`src/rtl/pid_pkg.sv`:
```
// Shared types and constants for the pid core host.
package pid_pkg;

   localparam int unsigned D_WIDTH_DEF = 16;

   localparam int unsigned ADDR_KP   = 0;
   localparam int unsigned ADDR_KI   = 1;
   localparam int unsigned ADDR_KD1  = 2;
   localparam int unsigned ADDR_KD2  = 3;
   localparam int unsigned ADDR_PARK = 4;

   typedef enum logic [2:0] {
      UNCFG,
      LOAD,
      RUN,
      ISSUE,
      WAIT
   } state_t;

endpackage

```
`src/rtl/pid_sat.sv`:
```
// Combinational signed clamp of a core result into [LIM_MIN, LIM_MAX].
module pid_sat
   import pid_pkg::*;
#(
   parameter int unsigned D_WIDTH = D_WIDTH_DEF,
   parameter int          LIM_MAX = 4096,
   parameter int          LIM_MIN = -4096
) (
   input  logic [D_WIDTH-1:0] din,
   output logic [D_WIDTH-1:0] dout_c
);

   localparam logic signed [D_WIDTH-1:0] MAX_V = D_WIDTH'(LIM_MAX);
   localparam logic signed [D_WIDTH-1:0] MIN_V = D_WIDTH'(LIM_MIN);

   // clamp against the signed bounds
   always_comb begin
      dout_c = din;
      if ($signed(din) > MAX_V) begin
         dout_c = MAX_V;
      end else if ($signed(din) < MIN_V) begin
         dout_c = MIN_V;
      end
   end

endmodule

```
`src/rtl/pid_host.sv`:
```
// Host for the pid core: loads gains, issues one iteration per tick, clamps results.
module pid_host
   import pid_pkg::*;
#(
   parameter int unsigned D_WIDTH        = D_WIDTH_DEF,
   parameter int          LIM_MAX        = 4096,
   parameter int          LIM_MIN        = -4096,
   parameter int unsigned TIMEOUT_CYCLES = 16
) (
   input  logic               clk,
   input  logic               rstb,
   input  logic               cfg_valid,
   output logic               cfg_ready,
   input  logic [D_WIDTH-1:0] cfg_kp,
   input  logic [D_WIDTH-1:0] cfg_ki,
   input  logic [D_WIDTH-1:0] cfg_kd1,
   input  logic [D_WIDTH-1:0] cfg_kd2,
   input  logic               sample_tick,
   input  logic [D_WIDTH-1:0] target_in,
   input  logic [D_WIDTH-1:0] meas_in,
   input  logic               err_clr,
   output logic               pid_write_enable,
   output logic               pid_iterate_enable,
   output logic [D_WIDTH-1:0] pid_reg_addr,
   output logic [D_WIDTH-1:0] pid_reg_data,
   output logic [D_WIDTH-1:0] pid_target,
   output logic [D_WIDTH-1:0] pid_measurement,
   input  logic [D_WIDTH-1:0] pid_out,
   input  logic               pid_out_valid,
   output logic [D_WIDTH-1:0] cmd_out,
   output logic               cmd_valid,
   output logic               busy,
   output logic               timeout_err,
   output logic               overrun_err
);

   localparam int unsigned CNT_W = $clog2(TIMEOUT_CYCLES + 1);

   state_t             state, state_nx;
   logic [1:0]         load_idx, load_idx_nx;
   logic [CNT_W-1:0]   wait_cnt, wait_cnt_nx;
   logic [D_WIDTH-1:0] kp_q, ki_q, kd1_q, kd2_q;
   logic [D_WIDTH-1:0] kp_nx, ki_nx, kd1_nx, kd2_nx;
   logic               cfg_acc, tick_acc, result_hit, timeout_hit, overrun_hit;
   logic               we_d, iter_d, ready_d, busy_d;
   logic [D_WIDTH-1:0] addr_d, data_d, sat_c;

   pid_sat #(
      .D_WIDTH (D_WIDTH),
      .LIM_MAX (LIM_MAX),
      .LIM_MIN (LIM_MIN)
   ) u_sat (
      .din    (pid_out),
      .dout_c (sat_c)
   );

   // state register with load index and wait counter
   always_ff @(posedge clk or negedge rstb) begin
      if (!rstb) begin
         state    <= UNCFG;
         load_idx <= '0;
         wait_cnt <= '0;
      end else begin
         state    <= state_nx;
         load_idx <= load_idx_nx;
         wait_cnt <= wait_cnt_nx;
      end
   end

   // next state and the events that drive datapath and error flags
   always_comb begin
      state_nx    = state;
      load_idx_nx = load_idx;
      wait_cnt_nx = wait_cnt;
      cfg_acc     = 1'b0;
      tick_acc    = 1'b0;
      result_hit  = 1'b0;
      timeout_hit = 1'b0;
      overrun_hit = 1'b0;
      case (state)
         UNCFG: begin
            if (cfg_valid && cfg_ready) begin
               cfg_acc     = 1'b1;
               state_nx    = LOAD;
               load_idx_nx = '0;
            end
         end
         LOAD: begin
            overrun_hit = sample_tick;
            if (load_idx == 2'd3) begin
               state_nx = RUN;
            end else begin
               load_idx_nx = load_idx + 2'd1;
            end
         end
         RUN: begin
            if (cfg_valid && cfg_ready) begin
               cfg_acc     = 1'b1;
               overrun_hit = sample_tick;
               state_nx    = LOAD;
               load_idx_nx = '0;
            end else if (sample_tick) begin
               tick_acc = 1'b1;
               state_nx = ISSUE;
            end
         end
         ISSUE: begin
            overrun_hit = sample_tick;
            wait_cnt_nx = '0;
            state_nx    = WAIT;
         end
         WAIT: begin
            overrun_hit = sample_tick;
            if (pid_out_valid) begin
               result_hit = 1'b1;
               state_nx   = RUN;
            end else if (wait_cnt == CNT_W'(TIMEOUT_CYCLES - 1)) begin
               timeout_hit = 1'b1;
               state_nx    = LOAD;
               load_idx_nx = '0;
            end else begin
               wait_cnt_nx = wait_cnt + CNT_W'(1);
            end
         end
         default: state_nx = UNCFG;
      endcase
   end

   // shadow gain values as they will be after this edge
   always_comb begin
      kp_nx  = cfg_acc ? cfg_kp  : kp_q;
      ki_nx  = cfg_acc ? cfg_ki  : ki_q;
      kd1_nx = cfg_acc ? cfg_kd1 : kd1_q;
      kd2_nx = cfg_acc ? cfg_kd2 : kd2_q;
   end

   // output decode from the upcoming state so the port registers line up with it
   always_comb begin
      we_d    = 1'b0;
      iter_d  = 1'b0;
      ready_d = 1'b0;
      busy_d  = 1'b0;
      addr_d  = D_WIDTH'(ADDR_PARK);
      data_d  = '0;
      case (state_nx)
         UNCFG: ready_d = 1'b1;
         LOAD: begin
            busy_d = 1'b1;
            addr_d = D_WIDTH'(load_idx_nx);
            case (load_idx_nx)
               2'(ADDR_KP):  data_d = kp_nx;
               2'(ADDR_KI):  data_d = ki_nx;
               2'(ADDR_KD1): data_d = kd1_nx;
               2'(ADDR_KD2): data_d = kd2_nx;
               default:      data_d = '0;
            endcase
         end
         RUN: begin
            we_d    = 1'b1;
            ready_d = 1'b1;
         end
         ISSUE: begin
            we_d   = 1'b1;
            iter_d = 1'b1;
            busy_d = 1'b1;
         end
         WAIT: begin
            we_d   = 1'b1;
            busy_d = 1'b1;
         end
         default: ;
      endcase
   end

   // registered ports, shadow gains, operands, command and sticky errors
   always_ff @(posedge clk or negedge rstb) begin
      if (!rstb) begin
         pid_write_enable   <= 1'b0;
         pid_iterate_enable <= 1'b0;
         cfg_ready          <= 1'b0;
         busy               <= 1'b0;
         pid_reg_addr       <= D_WIDTH'(ADDR_PARK);
         pid_reg_data       <= '0;
         kp_q               <= '0;
         ki_q               <= '0;
         kd1_q              <= '0;
         kd2_q              <= '0;
         pid_target         <= '0;
         pid_measurement    <= '0;
         cmd_out            <= '0;
         cmd_valid          <= 1'b0;
         timeout_err        <= 1'b0;
         overrun_err        <= 1'b0;
      end else begin
         pid_write_enable   <= we_d;
         pid_iterate_enable <= iter_d;
         cfg_ready          <= ready_d;
         busy               <= busy_d;
         pid_reg_addr       <= addr_d;
         pid_reg_data       <= data_d;
         kp_q               <= kp_nx;
         ki_q               <= ki_nx;
         kd1_q              <= kd1_nx;
         kd2_q              <= kd2_nx;
         if (tick_acc) begin
            pid_target      <= target_in;
            pid_measurement <= meas_in;
         end
         if (result_hit) begin
            cmd_out <= sat_c;
         end
         cmd_valid   <= result_hit;
         timeout_err <= timeout_hit | (timeout_err & ~err_clr);
         overrun_err <= overrun_hit | (overrun_err & ~err_clr);
      end
   end

endmodule
```
`config.mk`:
```
export PLATFORM = sky130hd
export DESIGN_NAME = pid_host
export DESIGN_NICKNAME = d
export VERILOG_FILES = /design/src/rtl/pid_pkg.sv /design/src/rtl/pid_sat.sv /design/src/rtl/pid_host.sv
export SDC_FILE = /design/constraint.sdc
export NUM_CORES = 1
export LEC_CHECK = 0
export CORE_MARGIN = 1.5
export CORE_UTILIZATION = 55
export CTS_BUF_LIST = sky130_fd_sc_hd__clkbuf_8
export CTS_CLUSTER_DIAMETER = 40
export CTS_CLUSTER_SIZE = 20
export DETAILED_ROUTE_END_ITERATION = 10
export DONT_BUFFER_PORTS = 1
export HOLD_SLACK_MARGIN = 0.08
export PLACE_DENSITY = 0.7
export SYNTH_ARGS = -nofsm -noshare
export SYNTH_HDL_FRONTEND = slang
export SYNTH_SLANG_ARGS = --single-unit
```
`constraint.sdc`:
```
create_clock -name clk -period 4.9 [get_ports clk]
set_clock_uncertainty 0.05 [all_clocks]
set_input_delay 0.98 -clock clk [delete_from_list [all_inputs] [get_ports clk]]
set_output_delay 0.98 -clock clk [all_outputs]
set_load 0.02 [all_outputs]
```
==> Implementation_results.wiki, run 1 <==
{| class="wikitable"
! Metric !! Value
|-
| Most area-consuming cells after synthesis || dfrtp_1 60%, mux2_2 18%, mux2i_1 2.6%, nand2_1 2.5%, a211oi_2 1.8%
|-
| Transition at the pin with the smallest max-transition slack || between 900 and 1000 ps
|-
| Area of all placed cells without fillers || 6630 sq um
|-
| Register area share after synthesis || 0.603
|-
| Critical Path Start Type || register
|-
| Non-Filler Instances || 605
|-
| Unrepaired setup endpoints after global routing || false
|-
| Clock latency on the worst-skew pair || 440 ps
|-
| Peak supply drop || between 0.3 and 0.4 mV
|-
| Starting Density || 0.564
|-
| Worst R2R Path Depth || 9
|-
| GRT Util Overall || 0.209
|-
| Switching power of the nets || approximately 1.9 mW
|-
| Synthesized netlist cell count || between 400 and 500
|-
| Number of placement rows || 38
|-
| Critical path required time || 5120 ps
|-
| Cell Pwr Density || 783 nW/um^2
|-
| Clock Root Buffer || clkbuf_8
|-
| Via count of the first global-routing pass || about 3500
|-
| Max-cap viol count || 0
|-
| Flop and latch count out of synthesis || about 150
|-
| CP endpoint kind || register
|-
| Netlist area before placement || 6140 sq um
|-
| GRT overflow || 0
|-
| Boundary pin count || 205
|-
| Die Width || 109 microns
|-
| DP Wirelength || 7.89 mm
|-
| Yosys top cell by area || dfrtp_1
|-
| Antenna-violating nets left || 0
|-
| Die height || 109 microns
|-
| Logic pwr share || 0.328
|-
| Antenna violations before repair || 0
|-
| Synth top area share || 0.599
|-
| Run status || complete, no violations
|-
| Clock buffer count from CTS || 17
|-
| Total negative setup slack || 0 ps
|-
| Critical Setup Path Class || reg -> reg
|-
| Number of input and output port buffers inserted || 0
|-
| Worst slack on hold paths || between 150 and 200 ps
|-
| Count of antenna diodes in the layout || 0
|-
| Proportion of total power due to net switching || 0.370
|-
| Share of cells above drive strength 1 || 0.320
|-
| Maximum number of pins on one net before global-route repair || ~150
|-
| Endpoint arrival time on the critical path || approximately 3100 ps
|-
| Cell count after placement || 574
|-
| Path class of the lowest-slack min-delay path || in -> async
|-
| Length of routed met2 wiring || about 5.9 mm
|-
| Leak pwr || between 2 and 3 nW
|-
| Reg2reg start || wait_cnt[0]$_DFFE_PN0P_
|-
| Maximum level of the CTS H-tree || 4
|-
| Clock network fraction of total power || 0.211
|-
| Hold Violations, Final || 0
|-
| Post-synth top flop || dfrtp_1
|-
| Area of the die || 11800 sq um
|-
| Ys async rst share || 1.00
|-
| Worst relative slew slack || 0.359
|-
| DRC || 0
|-
| Violation count after the first detailed-routing iteration || 180
|-
| Via density || approximately 5.7
|-
| Part of the power in registers || 0.461
|-
| Highest Signal Layer || met4
|-
| Worst reg2reg path endpoint || pid_reg_data[8]$_DFF_PN0_
|-
| Period utilisation layout || 0.578
|-
| Routed WL || 11.8 mm
|-
| Maximum fanout along the worst path || 18
|-
| Wire length on met3 || just over 800 microns
|-
| Clock edge transition at the registers on the reported setup and hold paths || 70 ps
|-
| Sink count of the clock tree || between 100 and 150
|-
| Number of nets in the finished design || 574
|-
| Final slew viol count || 0
|-
| Average cell area after synthesis || 13.5 sq um
|-
| Number of gates resized after CTS || 0
|-
| Area of the placeable core || between 10000 and 15000 sq um
|-
| TritonCTS clock tree || yes
|-
| Relative area change from synthesis to final layout || 7.96%
|-
| Post-CTS Repair Setup Buffers || 0
|-
| Number of synthesized flops with an enable pin || 0
|-
| Weighted congestion reported at the end of routability-driven placement || 0.762
|-
| 1st-pass router iterations || 4
|-
| Routed len/inst || roughly 19 microns
|-
| Worst setup slack before clock tree synthesis || approximately 1800 ps
|-
| Minimum clock period after layout || 2830 ps
|-
| Synth warnings || 0
|-
| Final Total Pwr || about 5.2 mW
|-
| Worst setup margin || 2070 ps
|-
| Wire length of the first global-routing pass || 18.2 mm
|-
| Total via count after detailed routing || approximately 3500
|-
| Length of routed wiring on met1 || around 4.7 mm
|-
| Final Setup Violations || 0
|-
| Cell internal pwr || roughly 3.3 mW
|-
| Post-place instance area || a little over 6000 sq um
|-
| Clock Path Buffers || 2
|-
| Layout Utilization || 0.609
|-
| Highest achievable clock rate || 353 MHz
|-
| FF-to-FF setup slack || just over 2000 ps
|-
| Number of distinct library cell variants in the gate-level netlist after synthesis || between 40 and 50
|-
| Hold-fix buffers at CTS || 0
|}
[power groups by stage]
stage | Sequential [mW] | Combinational (mW) | Clock, mW
after detailed placement | 2.42 | 1.72 | 0
after global placement | 2.40 | 1.66 | 0
after CTS | 2.40 | 1.73 | 1.12
after floorplan | 2.30 | 1.51 | 0
final | 2.39 | 1.70 | 1.10
after global routing | 2.46 | 1.88 | 1.18
[flip-flops by register name, summed over array words and instances, names as in the netlist, 2 cells and up]
register and flops:
cmd_out 16, kd1_q 16, kd2_q 16, ki_q 16, kp_q 16, load_idx 2
pid_measurement 16, pid_reg_addr 3, pid_reg_data 16, pid_target 16, state 3, wait_cnt 5
[logic make-up (layout without fill, tap and decap cells)]
group,after synthesis,after routing,share of synthesized area
adder cells (fa/ha/maj),3,3,0.00611
multiplexers,112,112,0.202
other,1,13,0.000610
flip-flops,148,148,0.603
AO/OA/AOI/OAI,65,65,0.0788
AND/OR/NAND/NOR,77,77,0.0623
buffers and inverters,46,45,0.0444
XOR/XNOR,2,2,0.00285
[synthesized netlist by cell type, types with 9 or more instances]
master    count
a211oi_2      9
mux2_2       96
nor2_1       11
buf_4        15
a211oi_1      9
buf_2        16
o22ai_1      17
inv_1        10
o21ai_0      16
nand2_1      41
mux2i_1      16
dfrtp_1     147
[area by class of cell]
| cell class | instances | area [sq um] |
|---|---|---|
| fill | 855 | 4250 |
| sequential | 148 | 3700 |
| multi-input combinational | 272 | 2210 |
| clock buffer | 22 | 303 |
| tap | 140 | 175 |
| clock inverter | 9 | 173 |
| inverter | 11 | 41.3 |
| timing repair buffer | 3 | 22.5 |
[routing by layer]
metal	GRT usage	up-vias
met4	0.105	0
met5	0	-
li1	-	1577
met2	0.331	130
met3	0.0628	20
met1	0.261	1748
[worst max-delay path by stage]
stage | startpoint | end | slack [ps]
after floorplan | pid_out_valid | pid_reg_data[10]$_DFF_PN0_ | 2260
after global placement | cfg_valid | pid_target[1]$_DFFE_PN0P_ | 1880
after detailed placement | cfg_valid | pid_target[7]$_DFFE_PN0P_ | 1760
after CTS | wait_cnt[0]$_DFFE_PN0P_ | pid_target[6]$_DFFE_PN0P_ | 1890
after global routing | wait_cnt[0]$_DFFE_PN0P_ | pid_reg_data[10]$_DFF_PN0_ | 1870
final | wait_cnt[0]$_DFFE_PN0P_ | pid_reg_data[8]$_DFF_PN0_ | 2070
[critical path, stage by stage, from the launching register on]
cell,delay [ps]
dfrtp_1,390
ha_1,180
and3_1,190
ha_1,200
or3b_1,380
a211o_1,380
a21oi_2,150
buf_4,340
mux2i_1,280
a211oi_2,100
[cell usage in the layout (no fill, tap or decap), types with 2 or more instances in the layout]
master	instances
dfrtp_1	147
mux2_2	96
nand2_1	40
clkbuf_8	22
o22ai_1	17
mux2i_1	16
o21ai_0	16
conb_1	13
inv_1	11
nor2_1	11
a211oi_1	9
a211oi_2	9
bufinv_16	5
a31oi_1	3
nor4_1	3
ha_1	3
buf_4	3
nand4_1	2
or3b_1	2
nand3b_1	2
nand2b_1	2
nor3b_1	2
a211o_1	2
nand2_2	2
a22o_1	2
and3_1	2
or2_2	2
xor2_1	2
clkinv_2	2
No activity file was read; power rests on OpenSTA's default activity.
==> run 2, diff against run 1 <==
--- a/config.mk
+++ b/config.mk
@@ -13,7 +13,7 @@
 export DETAILED_ROUTE_END_ITERATION = 10
 export DONT_BUFFER_PORTS = 1
 export HOLD_SLACK_MARGIN = 0.08
-export PLACE_DENSITY = 0.7
+export PLACE_DENSITY = 0.73
 export SYNTH_ARGS = -nofsm -noshare
 export SYNTH_HDL_FRONTEND = slang
 export SYNTH_SLANG_ARGS = --single-unit
==> constraint.sdc (replaced) <==
create_clock -name clk -period 2.5 [get_ports clk]
set_clock_uncertainty 0.05 [all_clocks]
set_input_delay 0.5 -clock clk [delete_from_list [all_inputs] [get_ports clk]]
set_output_delay 0.5 -clock clk [all_outputs]
set_load 0.02 [all_outputs]
==> run 2 against run 1 <==
The flow now finishes with violations (negative hold slack, negative setup slack). Maximum frequency rose by 12%. Sequential share of layout area is 2.1 points lower. Clock power is 61% higher. Count of clock-buffer cells in the layout decreased by 4. Via count rose by 0.98%. Combinational power grew 150%. Die area did not move.
==> Implementation_results.wiki, run 2 (synthesis results as in run 1) <==
{| class="wikitable"
! Metric !! Value
|-
| Sink count of the clock tree || between 100 and 150
|-
| Count of antenna diodes in the layout || 0
|-
| Number of cells on the critical path || 10
|-
| Worst relative slew slack || 0.619
|-
| Weighted congestion reported at the end of routability-driven placement || roughly 0.77
|-
| Endpoint arrival time on the critical path || about 2800 ps
|-
| Worst setup margin || -27.0 ps
|-
| Run status || finished with violations
|-
| Via density || 5.59
|-
| Critical Path Start Type || register
|-
| Maximum number of pins on one net before global-route repair || 149
|-
| Switching power of the nets || 4.04 mW
|-
| Logic pwr share || 0.394
|-
| Number of nets in the finished design || 596
|-
| Die Width || 109 microns
|-
| Final Setup Violations || 12
|-
| GRT Util Overall || 0.208
|-
| Area of the die || between 10000 and 15000 sq um
|-
| Antenna-violating nets left || 0
|-
| Clock latency on the worst-skew pair || ~430 ps
|-
| Leak pwr || slightly above 3 nW
|-
| Starting Density || 0.564
|-
| Relative area change from synthesis to final layout || 12.1%
|-
| Clock Path Buffers || 2
|-
| Cell Pwr Density || about 1500 nW/um^2
|-
| Unrepaired setup endpoints after global routing || true
|-
| Hold Violations, Final || around 150
|-
| CP endpoint kind || register
|-
| Area of all placed cells without fillers || 6890 sq um
|-
| Via count of the first global-routing pass || ~3600
|-
| Routed len/inst || 19.5 microns
|-
| 1st-pass router iterations || 4
|-
| TritonCTS clock tree || yes
|-
| Most used cells in the layout excluding fill and tap cells || 147 x dfrtp_1, 96 x mux2_2, 41 x nand2_1, 18 x clkbuf_8, 17 x o22ai_1
|-
| Highest achievable clock rate || ~400 MHz
|-
| Clock network fraction of total power || 0.166
|-
| Clock edge transition at the registers on the reported setup and hold paths || about 80 ps
|-
| Worst path cell trace || ha_2, and3_1, ha_1, or3b_4, a211o_4, a31oi_4, buf_4, clkbuf_16, o22ai_1, a211oi_2
|-
| Cell internal pwr || about 6.6 mW
|-
| Buffers and inverters on the worst path || 2
|-
| Total via count after detailed routing || approximately 3500
|-
| Share of cells above drive strength 1 || 0.371
|-
| Routed WL || about 12 mm
|-
| DP Wirelength || around 8 mm
|-
| Part of the power in registers || 0.440
|-
| Cell at the slowest stage of the critical path || dfrtp_1
|-
| Worst slack on hold paths || -291 ps
|-
| Critical path required time || 2790 ps
|-
| Violation count after the first detailed-routing iteration || slightly above 200
|-
| Number of input and output port buffers inserted || 0
|-
| Stage delay of the slowest cell on the critical path || approximately 380 ps
|-
| Die height || roughly 110 microns
|-
| Peak supply drop || a little over 0.6 mV
|-
| Most common library cell in the layout ignoring fill and taps || dfrtp_1
|-
| Antenna violations before repair || 0
|-
| Worst R2R Path Depth || 10
|-
| Period utilisation layout || 1.01
|-
| Area of the placeable core || 10900 sq um
|-
| Number of placement rows || 38
|-
| Transition at the pin with the smallest max-transition slack || 568 ps
|-
| Maximum fanout along the worst path || 4
|-
| Maximum level of the CTS H-tree || 4
|-
| Wire length of the first global-routing pass || ~18 mm
|-
| Minimum clock period after layout || 2530 ps
|-
| Path class of the lowest-slack min-delay path || in -> async
|-
| GRT overflow || 0
|-
| Clock buffer count from CTS || 17
|-
| Critical Setup Path Class || reg -> reg
|-
| Max-cap viol count || 0
|-
| Boundary pin count || roughly 210
|-
| Cell class contributing the biggest share of worst-path delay || compound AO/OA/AOI/OAI gates
|-
| Final slew viol count || 0
|-
| DRC || 0
|-
| Post-place instance area || 6320 sq um
|-
| Clock Root Buffer || clkbuf_8
|-
| Violated checks || negative hold slack, negative setup slack
|-
| Proportion of total power due to net switching || 0.380
|}
[run 2: cell types whose count changed in the layout (fill, tap and decap cells not counted), sizes merged]
cell         previous run  this run
buf                     3        22
clkinvlp                0         6
bufinv                  5         2
clkbuf                 22        20
clkinv                  2         4
dlygate4sd3             0         1
[run 2: routing by layer]
metal,up-vias,GRT usage,wire (microns)
met5,-,0,0
met4,0,0.0874,289
met3,24,0.0711,727
met2,113,0.332,6250
met1,1751,0.258,4970
li1,1621,-,-
[run 2: power by group through the flow]
stage	clock network, mW	registers [mW]	logic (mW)
2_1_floorplan	0	4.51	2.96
3_3_place_gp	0	4.68	3.61
3_5_place_dp	0	4.74	3.75
4_1_cts	1.82	4.69	3.77
5_1_grt	1.93	4.81	4.55
6_report	1.77	4.68	4.19
[run 2: final timing paths]
kind	from	to	slack, ps
setup / recovery	wait_cnt[0]$_DFFE_PN0P_	pid_reg_data[6]$_DFF_PN0_	-30
hold / removal	rstb	pid_reg_data[13]$_DFF_PN0_	-290
setup reg to reg	wait_cnt[0]$_DFFE_PN0P_	pid_reg_data[6]$_DFF_PN0_	-30
hold reg to reg	ki_q[14]$_DFF_PN0_	ki_q[14]$_DFF_PN0_	450
max in group asynchronous	rstb	pid_measurement[10]$_DFFE_PN0P_	2500
min in group clk	err_clr	overrun_err$_DFF_PN0_	120
[run 2: repair_timing]
action / in CTS / in global routing
gates cloned: 0 / 2
setup buffers: 1 / 6
pin swaps: 0 / 12
endpoints found under the setup margin: 13 / 17
gates resized for setup: 0 / 15
endpoints found under the hold margin: 148 / 149
[run 2: area by class of cell]
class	instances	area, sq um
fill	830	4000
clock buffer	18	248
clock inverter	14	140
multi-input combinational	272	2270
sequential	148	3700
tap	140	175
timing repair buffer	25	308
inverter	11	41.3
[run 2: stage by stage]
stage               setup WS, ps  instances  power, mW   util  TNS [ps]
CTS                        -53.3        619       10.3  0.617      -392
detailed placement         -59.7        586       8.49  0.581      -207
global placement            71.2        586       8.30  0.581         0
floorplan                   16.5        466       7.47      -         0
finish                     -27.0        628       10.6  0.633      -173
global route                -131        628       11.3  0.633     -1810
==> run 3, diff against run 2 <==
--- a/config.mk
+++ b/config.mk
@@ -14,6 +14,7 @@
 export DONT_BUFFER_PORTS = 1
 export HOLD_SLACK_MARGIN = 0.08
 export PLACE_DENSITY = 0.73
+export SLEW_MARGIN = 15
 export SYNTH_ARGS = -nofsm -noshare
 export SYNTH_HDL_FRONTEND = slang
 export SYNTH_SLANG_ARGS = --single-unit
==> results of run 3 <==
The final DEF is identical to that of run 2; final timing and power are the same.
